### config.mk
export PLATFORM = sky130hd
export DESIGN_NAME = int_issue_queue_flat
export DESIGN_NICKNAME = d
export VERILOG_FILES = /design/src/rtl/cpu_pkg.sv /design/src/rtl/cdb_if.sv /design/src/rtl/iq_src_snoop.sv /design/src/rtl/int_issue_queue.sv /design/src/flat_wrapper.sv
export SDC_FILE = /design/constraint.sdc
export NUM_CORES = 1
export LEC_CHECK = 0
export BUFFER_PORTS_ARGS = -buffer_cell sky130_fd_sc_hd__buf_2
export CAP_MARGIN = 20
export CORE_AREA = 2 2 194 272
export CTS_CLUSTER_SIZE = 30
export DETAILED_ROUTE_END_ITERATION = 8
export DIE_AREA = 0 0 196 274
export GPL_ROUTABILITY_DRIVEN = 0
export GPL_TIMING_DRIVEN = 0
export PLACE_DENSITY = 0.59
export SYNTH_ARGS = -nofsm -noshare
export SYNTH_HDL_FRONTEND = slang
export SYNTH_SLANG_ARGS = --single-unit
### constraint.sdc
create_clock -name clk -period 6.62 [get_ports clk]
set_clock_uncertainty 0.2 [all_clocks]
set_input_delay 0.993 -clock clk [delete_from_list [all_inputs] [get_ports clk]]
set_output_delay 0.993 -clock clk [all_outputs]
set_load 0.01 [all_outputs]
### src/rtl/cpu_pkg.sv
// Shared CPU back-end types: tag and data widths, reservation-station entry layout.
package cpu_pkg;

   localparam int unsigned TAG_W  = 6;
   localparam int unsigned DATA_W = 32;
   localparam int unsigned FUNC_W = 4;

   localparam logic [TAG_W-1:0] NO_TAG = '0;

   typedef struct packed {
      logic              busy;
      logic [FUNC_W-1:0] func;
      logic [TAG_W-1:0]  rd_tag;
      logic [TAG_W-1:0]  src1_tag;
      logic [DATA_W-1:0] src1_data;
      logic [TAG_W-1:0]  src2_tag;
      logic [DATA_W-1:0] src2_data;
   } iq_entry_t;

endpackage

### src/rtl/cdb_if.sv
// Common data bus: one result broadcast per cycle; tag 0 carries no result.
interface cdb_if;
   import cpu_pkg::*;

   logic              valid;
   logic [TAG_W-1:0]  tag;
   logic [DATA_W-1:0] data;

   modport source (output valid, tag, data);
   modport snoop  (input  valid, tag, data);
endinterface

### src/rtl/iq_src_snoop.sv
// One source operand's CDB compare: on a tag hit, take the broadcast data and mark it valid.
module iq_src_snoop
   import cpu_pkg::*;
(
   input  logic              cdb_valid_i,
   input  logic [TAG_W-1:0]  cdb_tag_i,
   input  logic [DATA_W-1:0] cdb_data_i,
   input  logic [TAG_W-1:0]  tag_i,
   input  logic [DATA_W-1:0] data_i,
   output logic [TAG_W-1:0]  tag_o,
   output logic [DATA_W-1:0] data_o
);

   logic hit;

   // Tag 0 never matches, so idle broadcasts and already-valid operands are left alone.
   assign hit    = cdb_valid_i && (cdb_tag_i != NO_TAG) && (tag_i == cdb_tag_i);
   assign tag_o  = hit ? NO_TAG : tag_i;
   assign data_o = hit ? cdb_data_i : data_i;

endmodule

### src/rtl/int_issue_queue.sv
// Integer reservation-station queue: collapsing, oldest-ready-first select, CDB wakeup
// with same-cycle dispatch bypass.
module int_issue_queue #(
   parameter int unsigned DEPTH = 4,
   parameter int unsigned TAG_W = 6
) (
   input  logic             clk,
   input  logic             rst,
   input  logic             flush,
   input  logic             disp_valid,
   input  logic [3:0]       disp_func,
   input  logic [31:0]      disp_rs1_data,
   input  logic [31:0]      disp_rs2_data,
   input  logic [TAG_W-1:0] disp_rs1_tag,
   input  logic [TAG_W-1:0] disp_rs2_tag,
   input  logic [TAG_W-1:0] disp_rd_tag,
   output logic             queue_full,
   cdb_if.snoop             cdb,
   output logic             int_ready,
   output logic [3:0]       int_func,
   output logic [31:0]      int_rs1,
   output logic [31:0]      int_rs2,
   output logic [TAG_W-1:0] int_tag,
   input  logic             int_done
);

   import cpu_pkg::*;

   localparam int unsigned IDX_W = (DEPTH > 1) ? $clog2(DEPTH) : 1;

   iq_entry_t         ent_q [DEPTH];
   iq_entry_t         ent_d [DEPTH];
   iq_entry_t         woke  [DEPTH];
   iq_entry_t         disp_ent;
   iq_entry_t         sel_ent;

   logic [TAG_W-1:0]  w1_tag  [DEPTH];
   logic [DATA_W-1:0] w1_data [DEPTH];
   logic [TAG_W-1:0]  w2_tag  [DEPTH];
   logic [DATA_W-1:0] w2_data [DEPTH];
   logic [TAG_W-1:0]  d1_tag;
   logic [DATA_W-1:0] d1_data;
   logic [TAG_W-1:0]  d2_tag;
   logic [DATA_W-1:0] d2_data;

   logic [DEPTH-1:0]  busy_vec;
   logic [DEPTH-1:0]  rdy_vec;
   logic              sel_vld;
   logic [IDX_W-1:0]  sel_idx;
   logic              issue;
   logic              disp_fire;
   logic              disp_placed;

   // Per-entry wakeup of both sources from the live CDB broadcast.
   for (genvar g = 0; g < DEPTH; g++) begin : g_snoop
      iq_src_snoop u_src1 (
         .cdb_valid_i (cdb.valid),
         .cdb_tag_i   (cdb.tag),
         .cdb_data_i  (cdb.data),
         .tag_i       (ent_q[g].src1_tag),
         .data_i      (ent_q[g].src1_data),
         .tag_o       (w1_tag[g]),
         .data_o      (w1_data[g])
      );
      iq_src_snoop u_src2 (
         .cdb_valid_i (cdb.valid),
         .cdb_tag_i   (cdb.tag),
         .cdb_data_i  (cdb.data),
         .tag_i       (ent_q[g].src2_tag),
         .data_i      (ent_q[g].src2_data),
         .tag_o       (w2_tag[g]),
         .data_o      (w2_data[g])
      );
   end

   iq_src_snoop u_disp_src1 (
      .cdb_valid_i (cdb.valid),
      .cdb_tag_i   (cdb.tag),
      .cdb_data_i  (cdb.data),
      .tag_i       (disp_rs1_tag),
      .data_i      (disp_rs1_data),
      .tag_o       (d1_tag),
      .data_o      (d1_data)
   );

   iq_src_snoop u_disp_src2 (
      .cdb_valid_i (cdb.valid),
      .cdb_tag_i   (cdb.tag),
      .cdb_data_i  (cdb.data),
      .tag_i       (disp_rs2_tag),
      .data_i      (disp_rs2_data),
      .tag_o       (d2_tag),
      .data_o      (d2_data)
   );

   always_comb begin
      for (int i = 0; i < DEPTH; i++) begin
         woke[i]           = ent_q[i];
         woke[i].src1_tag  = w1_tag[i];
         woke[i].src1_data = w1_data[i];
         woke[i].src2_tag  = w2_tag[i];
         woke[i].src2_data = w2_data[i];
         busy_vec[i]       = ent_q[i].busy;
         rdy_vec[i]        = ent_q[i].busy && (ent_q[i].src1_tag == NO_TAG)
                                           && (ent_q[i].src2_tag == NO_TAG);
      end
   end

   always_comb begin
      disp_ent           = '0;
      disp_ent.busy      = 1'b1;
      disp_ent.func      = disp_func;
      disp_ent.rd_tag    = disp_rd_tag;
      disp_ent.src1_tag  = d1_tag;
      disp_ent.src1_data = d1_data;
      disp_ent.src2_tag  = d2_tag;
      disp_ent.src2_data = d2_data;
   end

   // Oldest-ready select: scanning from the top leaves the lowest ready index.
   always_comb begin
      sel_vld = 1'b0;
      sel_idx = '0;
      sel_ent = '0;
      for (int i = DEPTH - 1; i >= 0; i--) begin
         if (rdy_vec[i]) begin
            sel_vld = 1'b1;
            sel_idx = IDX_W'(i);
            sel_ent = ent_q[i];
         end
      end
   end

   assign int_ready  = sel_vld;
   assign int_func   = sel_ent.func;
   assign int_rs1    = sel_ent.src1_data;
   assign int_rs2    = sel_ent.src2_data;
   assign int_tag    = sel_ent.rd_tag;
   assign queue_full = &busy_vec;

   assign issue     = sel_vld && int_done;
   assign disp_fire = disp_valid && !queue_full;

   // Next state: wakeup, then collapse over the issued slot, then append dispatch; flush overrides.
   always_comb begin
      disp_placed = 1'b0;
      for (int i = 0; i < DEPTH; i++) begin
         ent_d[i] = woke[i];
      end

      if (issue) begin
         for (int i = 0; i < DEPTH - 1; i++) begin
            if (IDX_W'(i) >= sel_idx) begin
               ent_d[i] = woke[i+1];
            end
         end
         ent_d[DEPTH-1] = '0;
      end

      if (disp_fire) begin
         for (int i = 0; i < DEPTH; i++) begin
            if (!disp_placed && !ent_d[i].busy) begin
               ent_d[i]    = disp_ent;
               disp_placed = 1'b1;
            end
         end
      end

      if (flush) begin
         for (int i = 0; i < DEPTH; i++) begin
            ent_d[i] = '0;
         end
      end
   end

   always_ff @(posedge clk or negedge rst) begin
      if (!rst) begin
         for (int i = 0; i < DEPTH; i++) begin
            ent_q[i] <= '0;
         end
      end else begin
         for (int i = 0; i < DEPTH; i++) begin
            ent_q[i] <= ent_d[i];
         end
      end
   end

endmodule

### src/flat_wrapper.sv
// flat-port wrapper written by rule: the top's interface ports become plain ports
module int_issue_queue_flat import cpu_pkg::*;
#(
   parameter int unsigned DEPTH = 4,
   parameter int unsigned TAG_W = 6
)
  (clk, rst, flush, disp_valid, disp_func, disp_rs1_data, disp_rs2_data, disp_rs1_tag, disp_rs2_tag, disp_rd_tag, queue_full, int_ready, int_func, int_rs1, int_rs2, int_tag, int_done, cdb_valid, cdb_tag, cdb_data);
  cdb_if cdb_i ();
  input  logic clk;
  input  logic rst;
  input  logic flush;
  input  logic disp_valid;
  input  logic [3:0] disp_func;
  input  logic [31:0] disp_rs1_data;
  input  logic [31:0] disp_rs2_data;
  input  logic [TAG_W-1:0] disp_rs1_tag;
  input  logic [TAG_W-1:0] disp_rs2_tag;
  input  logic [TAG_W-1:0] disp_rd_tag;
  output logic queue_full;
  output logic int_ready;
  output logic [3:0] int_func;
  output logic [31:0] int_rs1;
  output logic [31:0] int_rs2;
  output logic [TAG_W-1:0] int_tag;
  input  logic int_done;
  input wire logic [$bits(cdb_i.valid)-1:0] cdb_valid;
  input wire logic [$bits(cdb_i.tag)-1:0] cdb_tag;
  input wire logic [$bits(cdb_i.data)-1:0] cdb_data;
  assign cdb_i.valid = cdb_valid;
  assign cdb_i.tag = cdb_tag;
  assign cdb_i.data = cdb_data;
  int_issue_queue #(.DEPTH(DEPTH), .TAG_W(TAG_W)) u_core (.clk(clk), .rst(rst), .flush(flush), .disp_valid(disp_valid), .disp_func(disp_func), .disp_rs1_data(disp_rs1_data), .disp_rs2_data(disp_rs2_data), .disp_rs1_tag(disp_rs1_tag), .disp_rs2_tag(disp_rs2_tag), .disp_rd_tag(disp_rd_tag), .queue_full(queue_full), .cdb(cdb_i), .int_ready(int_ready), .int_func(int_func), .int_rs1(int_rs1), .int_rs2(int_rs2), .int_tag(int_tag), .int_done(int_done));
endmodule
==> flow_summary.json, run 1 <==
{
  "yosysSeqAreaShare": 0.381,
  "area.growth.synth_to_final_pct": 14.5,
  "slew_headroom": 0.140,
  "viasPerCell": 6.81,
  "h-tree-depth": 2,
  "synth_edf_count": 0,
  "synth_nets": 2695,
  "crit_path_end_kind": "output pin",
  "clockBufferDepth": 3,
  "core_area_mm2": 0.0515,
  "seq_power_share": 0.414,
  "die_w_um": 196,
  "cap_violations": 0,
  "drc": 0,
  "cts.clk_slew.worst_paths_ns": 0.07,
  "grt_setup_unrepaired": "false",
  "start_util": 0.444,
  "port_buffers": 204,
  "ctsResizeCount": 0,
  "tritoncts": "yes",
  "insertion_delay_ns": 0.57,
  "critPathKind": "flip-flop to output pin",
  "finalSetupViolations": 0,
  "fmax_mhz": 160,
  "p_sw_frac": 0.299,
  "antenna_found_initial": 1,
  "synth_flop_cell": "dfrtp_1",
  "yosysUniqueCellTypes": 56,
  "syn_area_mm2": 0.0229,
  "dp_cells": 3430,
  "p_leak_nw": 10.6,
  "cts_sinks": 348,
  "maxSlewViolCount": 0,
  "period_needed_ns": 6.24,
  "drive_above_1_share": 0.146,
  "cts_made_buffers": 40,
  "hold_viol": 0,
  "ys_seq_elements": 348,
  "setup_slack_ns": 0.384,
  "final_cell_mix": "dfrtp_1, buf_2, mux2i_1",
  "grt_pass1_wl_um": 153000,
  "cts-hold-fix-buffers": 0,
  "cp.required_ns": 5.43,
  "pre_cts_ws_ns": 1.23,
  "cp-start-kind": "flip-flop",
  "wire_per_inst_um": 29.7,
  "drt-total-wl_um": 104000,
  "cts_root_buf": "clkbuf_16",
  "vias": 23841,
  "die_h_um": 274,
  "io_pins": 206,
  "nNetsFinal": 2947,
  "fin_cells": 3502,
  "grt_max_degree": 109,
  "grtUsageTotal": 0.380,
  "worst_pin_slew_ns": 1.29,
  "grt-ovfl-total": 0,
  "finalCritPeriodShare": 0.942,
  "drt_first_pass_iters": 6,
  "combPwrFrac": 0.155,
  "cell_internal_pwr_mw": 3.86,
  "cp.arrival_ns": 5.04,
  "outcome": "finished, final reports clean",
  "dpl.hpwl_um": 74000,
  "p_clk_frac": 0.431,
  "post-cts-setup-buffer-count": 0,
  "async_flop_share": 1.00,
  "yosysWarnings": 0,
  "postRouteAntennaNets": 0,
  "die_area_mm2": 0.0537,
  "p_per_area_mw_per_mm2": 210,
  "grt_pass1_vias": 23509,
  "avgSynthCellArea_um2": 8.92,
  "vdd_drop_max_uv": 178,
  "layout_commonest_cell": "dfrtp_1",
  "drt-initial-drc-count": 3037,
  "post_dp_cell_area_mm2": 0.0248,
  "p_switching_mw": 1.64,
  "stdcell_area_mm2": 0.0262,
  "whs_ns": 0.160,
  "synth_cells": 2565,
  "crit_path_max_fanout": 10,
  "rows": 99,
  "hp-class": "primary input to asynchronous set/reset pin"
}
-- worst paths after layout --
| check | slack [ns] | cells past startpoint | endpoint | start |
|---|---|---|---|---|
| setup / recovery | 0.38 | 10 | int_rs1[3] | u_core.busy_vec[2]$_DFF_PN0_ |
| setup reg to reg | 2.14 | 8 | u_core.ent_q[204]$_DFF_PN0_ | u_core.ent_q[336]$_DFF_PN0_ |
| max in group asynchronous | 4.19 | 4 | u_core.ent_q[263]$_DFF_PN0_ | rst |
| hold / removal | 0.16 | 1 | u_core.ent_q[337]$_DFF_PN0_ | rst |
| hold reg to reg | 0.36 | 2 | u_core.ent_q[341]$_DFF_PN0_ | u_core.ent_q[341]$_DFF_PN0_ |
| min in group clk | 0.36 | 2 | u_core.ent_q[341]$_DFF_PN0_ | u_core.ent_q[341]$_DFF_PN0_ |
-- cell type report --
class	instances	area [um2]
Fill cell	5045	25300
Multi-Input combinational cell	1901	12800
Sequential cell	348	8710
Buffer	310	1330
Clock buffer	58	1170
Timing Repair Buffer	210	1140
Tap cell	656	821
Clock inverter	11	166
Inverter	6	22.5
Antenna cell	2	5.00
-- synthesized netlist by cell type (33+ instances only) --
cell	instances	area, um2
a211oi_1	40	300
a21oi_1	155	776
a221oi_1	75	657
a22o_1	76	666
a22oi_1	134	1010
buf_2	81	405
clkbuf_1	196	736
dfrtp_1	348	8710
mux2_2	35	394
mux2i_1	276	2760
nand2_1	196	736
nand2b_1	36	225
nand3_1	90	450
nor2_1	131	492
nor3_1	133	666
o21a_1	33	248
o21ai_0	127	636
o31ai_1	33	248
or3_1	65	407
xnor2_1	38	333
-- registers in the layout, indices dropped and copies added, names as in the netlist --
signal,cells
u_core.ent_q,344
u_core.busy_vec,4
-- metal layers --
layer  GRT usage  part of all wire
met5           0           0.00017
met4       0.280             0.085
met3      0.0803             0.094
met2       0.601              0.45
met1       0.457              0.37
-- worst max-delay path, cell delays in order, from the launching register on --
cell and delay, ns:
dfrtp_1 0.32, buf_2 0.23, nor4b_1 0.50, and4_1 0.26, clkbuf_1 0.21, clkbuf_1 0.83
clkbuf_1 0.92, a221o_1 0.33, o21ai_0 0.09, o21ai_0 0.54, buf_2 0.25
-- cells by family after synthesis --
logic type / count (synthesis) / share of synthesized area
compound gates: 796 / 0.243
xor+xnor: 60 / 0.0230
buf+inv: 316 / 0.0591
flops: 348 / 0.381
mux: 312 / 0.139
simple gates: 733 / 0.156
-- through the flow --
step | setup TNS (ns) | util | power [mW]
finish | 0 | 0.508 | 5.50
global route | 0 | 0.508 | 5.64
CTS | 0 | 0.508 | 5.47
detailed placement | 0 | 0.482 | 3.14
global placement | -994.48 | 0.480 | 3.12
floorplan | 0 | - | 2.76
-- power by group through the flow --
stage | clock network, mW | registers (mW) | logic (mW)
2_1_floorplan | 0 | 2.29 | 0.466
5_1_grt | 2.46 | 2.28 | 0.898
4_1_cts | 2.37 | 2.27 | 0.828
6_report | 2.37 | 2.28 | 0.854
3_5_place_dp | 0 | 2.31 | 0.824
3_3_place_gp | 0 | 2.31 | 0.805
Power figures use the tool's default switching activity.
==> run 2, diff against run 1 <==
--- a/config.mk
+++ b/config.mk
@@ -8,6 +8,7 @@
 export BUFFER_PORTS_ARGS = -buffer_cell sky130_fd_sc_hd__buf_2
 export CAP_MARGIN = 20
 export CORE_AREA = 2 2 194 272
+export CTS_BUF_LIST = sky130_fd_sc_hd__clkbuf_4
 export CTS_CLUSTER_SIZE = 30
 export DETAILED_ROUTE_END_ITERATION = 8
 export DIE_AREA = 0 0 196 274
==> flow_summary.json, run 2 (synthesized netlist as in run 1, its figures left out) <==
{
  "outcome": "finished, final reports clean",
  "period_needed_ns": 6.57,
  "largest_reg_flops": 344,
  "h-tree-depth": 3,
  "core_area_mm2": 0.0515,
  "finalCritPeriodShare": 0.993,
  "timing.rr.end": "u_core.ent_q[195]$_DFF_PN0_",
  "combPwrFrac": 0.164,
  "seq_power_share": 0.438,
  "vdd_drop_max_uv": 98.0,
  "fin_cells": 3609,
  "grt-ovfl-total": 0,
  "p_per_area_mw_per_mm2": 199,
  "setup_slack_ns": 0.0493,
  "grt_setup_unrepaired": "false",
  "maxSlewViolCount": 0,
  "grt_pass1_wl_um": 154000,
  "area.growth.synth_to_final_pct": 14.0,
  "post_dp_cell_area_mm2": 0.0248,
  "cpMaxStageDelayCell": "clkbuf_1",
  "clockBufferDepth": 3,
  "crit_path_max_fanout": 10,
  "hold_end": "u_core.ent_q[80]$_DFF_PN0_",
  "p_leak_nw": 10.7,
  "drt-initial-drc-count": 2865,
  "post-cts-setup-buffer-count": 0,
  "drc": 0,
  "postRouteAntennaNets": 0,
  "cp_num_buf_inv": 5,
  "cts_made_buffers": 98,
  "cp.arrival_ns": 5.38,
  "pre_cts_ws_ns": 1.23,
  "antenna_found_initial": 2,
  "reg2reg_from": "u_core.ent_q[336]$_DFF_PN0_",
  "io_pins": 206,
  "r2r_cells": 8,
  "start_util": 0.444,
  "max_stage_delay_ns": 0.90,
  "whs_ns": 0.204,
  "drive_above_1_share": 0.171,
  "vias": 24106,
  "layout_commonest_cell": "dfrtp_1",
  "cts.clk_slew.worst_paths_ns": 0.07,
  "rows": 99,
  "cpMostUsedCell": "clkbuf_1",
  "stdcell_area_mm2": 0.0261,
  "cell_internal_pwr_mw": 3.50,
  "worst_pin_slew_ns": 1.27,
  "p_switching_mw": 1.70,
  "cap_violations": 0,
  "holdPathStages": 3,
  "p_clk_frac": 0.398,
  "viasPerCell": 6.68,
  "die_area_mm2": 0.0537,
  "crit_path_end_kind": "output pin",
  "insertion_delay_ns": 0.89,
  "tritoncts": "yes",
  "design_power_total_mw": 5.20,
  "fin_tns_setup_ns": 0,
  "grt_pass1_vias": 24202,
  "cts_root_buf": "clkbuf_4",
  "dpl.hpwl_um": 74000,
  "grt_max_degree": 109,
  "die_w_um": 196,
  "cp-start-kind": "flip-flop",
  "drt_first_pass_iters": 7,
  "nNetsFinal": 3006,
  "worstHoldStart": "disp_rd_tag[4]",
  "reg2reg_slack_ns": 2.13,
  "utilization": 0.506,
  "p_sw_frac": 0.328,
  "port_buffers": 204,
  "cts_sinks": 348,
  "hold_viol": 0,
  "hp-class": "primary input to flip-flop",
  "cp.required_ns": 5.43,
  "wire_per_inst_um": 29.0,
  "grtUsageTotal": 0.383,
  "cp_cell_sequence": "buf_2, nor4b_1, and4_1, clkbuf_1, clkbuf_1, clkbuf_1, a221o_1, o21ai_0, o21ai_0, buf_2",
  "fmax_mhz": 152,
  "drt-total-wl_um": 105000,
  "dp_cells": 3430,
  "finalSetupViolations": 0,
  "cpLargestDelayFamily": "buffers and inverters",
  "slew_headroom": 0.151,
  "die_h_um": 274,
  "critPathKind": "flip-flop to output pin",
  "final_cell_mix": "dfrtp_1, buf_2, mux2i_1",
  "regMostFlops": "u_core.ent_q"
}
-- run 2: changes by cell type in the layout (fill, tap and decap cells not counted) --
cell	delta
bufinv_16	-3
clkbuf_1	-11
clkbuf_16	-42
clkbuf_2	+1
clkbuf_4	+142
clkbuf_8	-6
clkinv_1	+25
clkinv_2	-3
clkinv_4	+1
clkinv_8	-1
diode_2	+1
dlygate4sd3_1	+1
inv_2	+2
-- run 2: per-layer routing --
layer | global-route usage | wire [um] | vias up
met5 | 0 | 0 | -
met4 | 0.307 | 8790 | 0
met3 | 0.0951 | 10200 | 384
met2 | 0.597 | 47100 | 1659
met1 | 0.451 | 38400 | 11722
li1 | - | - | 10341
-- run 2: how the worst max path moves through the flow --
stage,start,endpoint,slack [ns],depth (start not counted)
after CTS,u_core.busy_vec[1]$_DFF_PN0_,int_rs1[27],0.29,10
after detailed placement,u_core.busy_vec[1]$_DFF_PN0_,int_rs1[27],1.23,10
final,u_core.busy_vec[2]$_DFF_PN0_,int_rs1[3],0.05,10
after global routing,u_core.busy_vec[2]$_DFF_PN0_,int_rs1[3],0.04,10
after global placement,rst,u_core.ent_q[271]$_DFF_PN0_,-2.92,1
after floorplan,u_core.ent_q[207]$_DFF_PN0_,int_func[0],3.11,8
-- run 2: power groups by stage --
| stage | sequential, mW | clock (mW) | combinational [mW] |
|---|---|---|---|
| after global placement | 2.31 | 0 | 0.805 |
| after CTS | 2.27 | 2.08 | 0.829 |
| after floorplan | 2.29 | 0 | 0.466 |
| after global routing | 2.28 | 2.20 | 0.897 |
| after detailed placement | 2.31 | 0 | 0.824 |
| final | 2.28 | 2.07 | 0.853 |
-- run 2: worst min-delay path: cells and delay by family --
kind                   cells  cell delay (ns)
AO/OA/AOI/OAI              1             0.05
buffers and inverters      1             0.13
AND/OR/NAND/NOR            1             0.05
-- run 2: repair_timing --
item                                    4_1_cts  5_1_grt
hold endpoints to repair                     67        0
hold buffers                                  1        0
resized for setup                             0        3
endpoints found under the setup margin        0        1
-- run 2: layout make-up --
cell class	count	area, um2
fillers	5106	25400
multi-input cells	1901	12800
flip-flops and latches	348	8710
plain buffers	310	1330
repair buffers	211	1150
clock buffers	142	1070
well taps	656	821
clock inverters	32	155
inverters	6	22.5
diodes	3	7.51
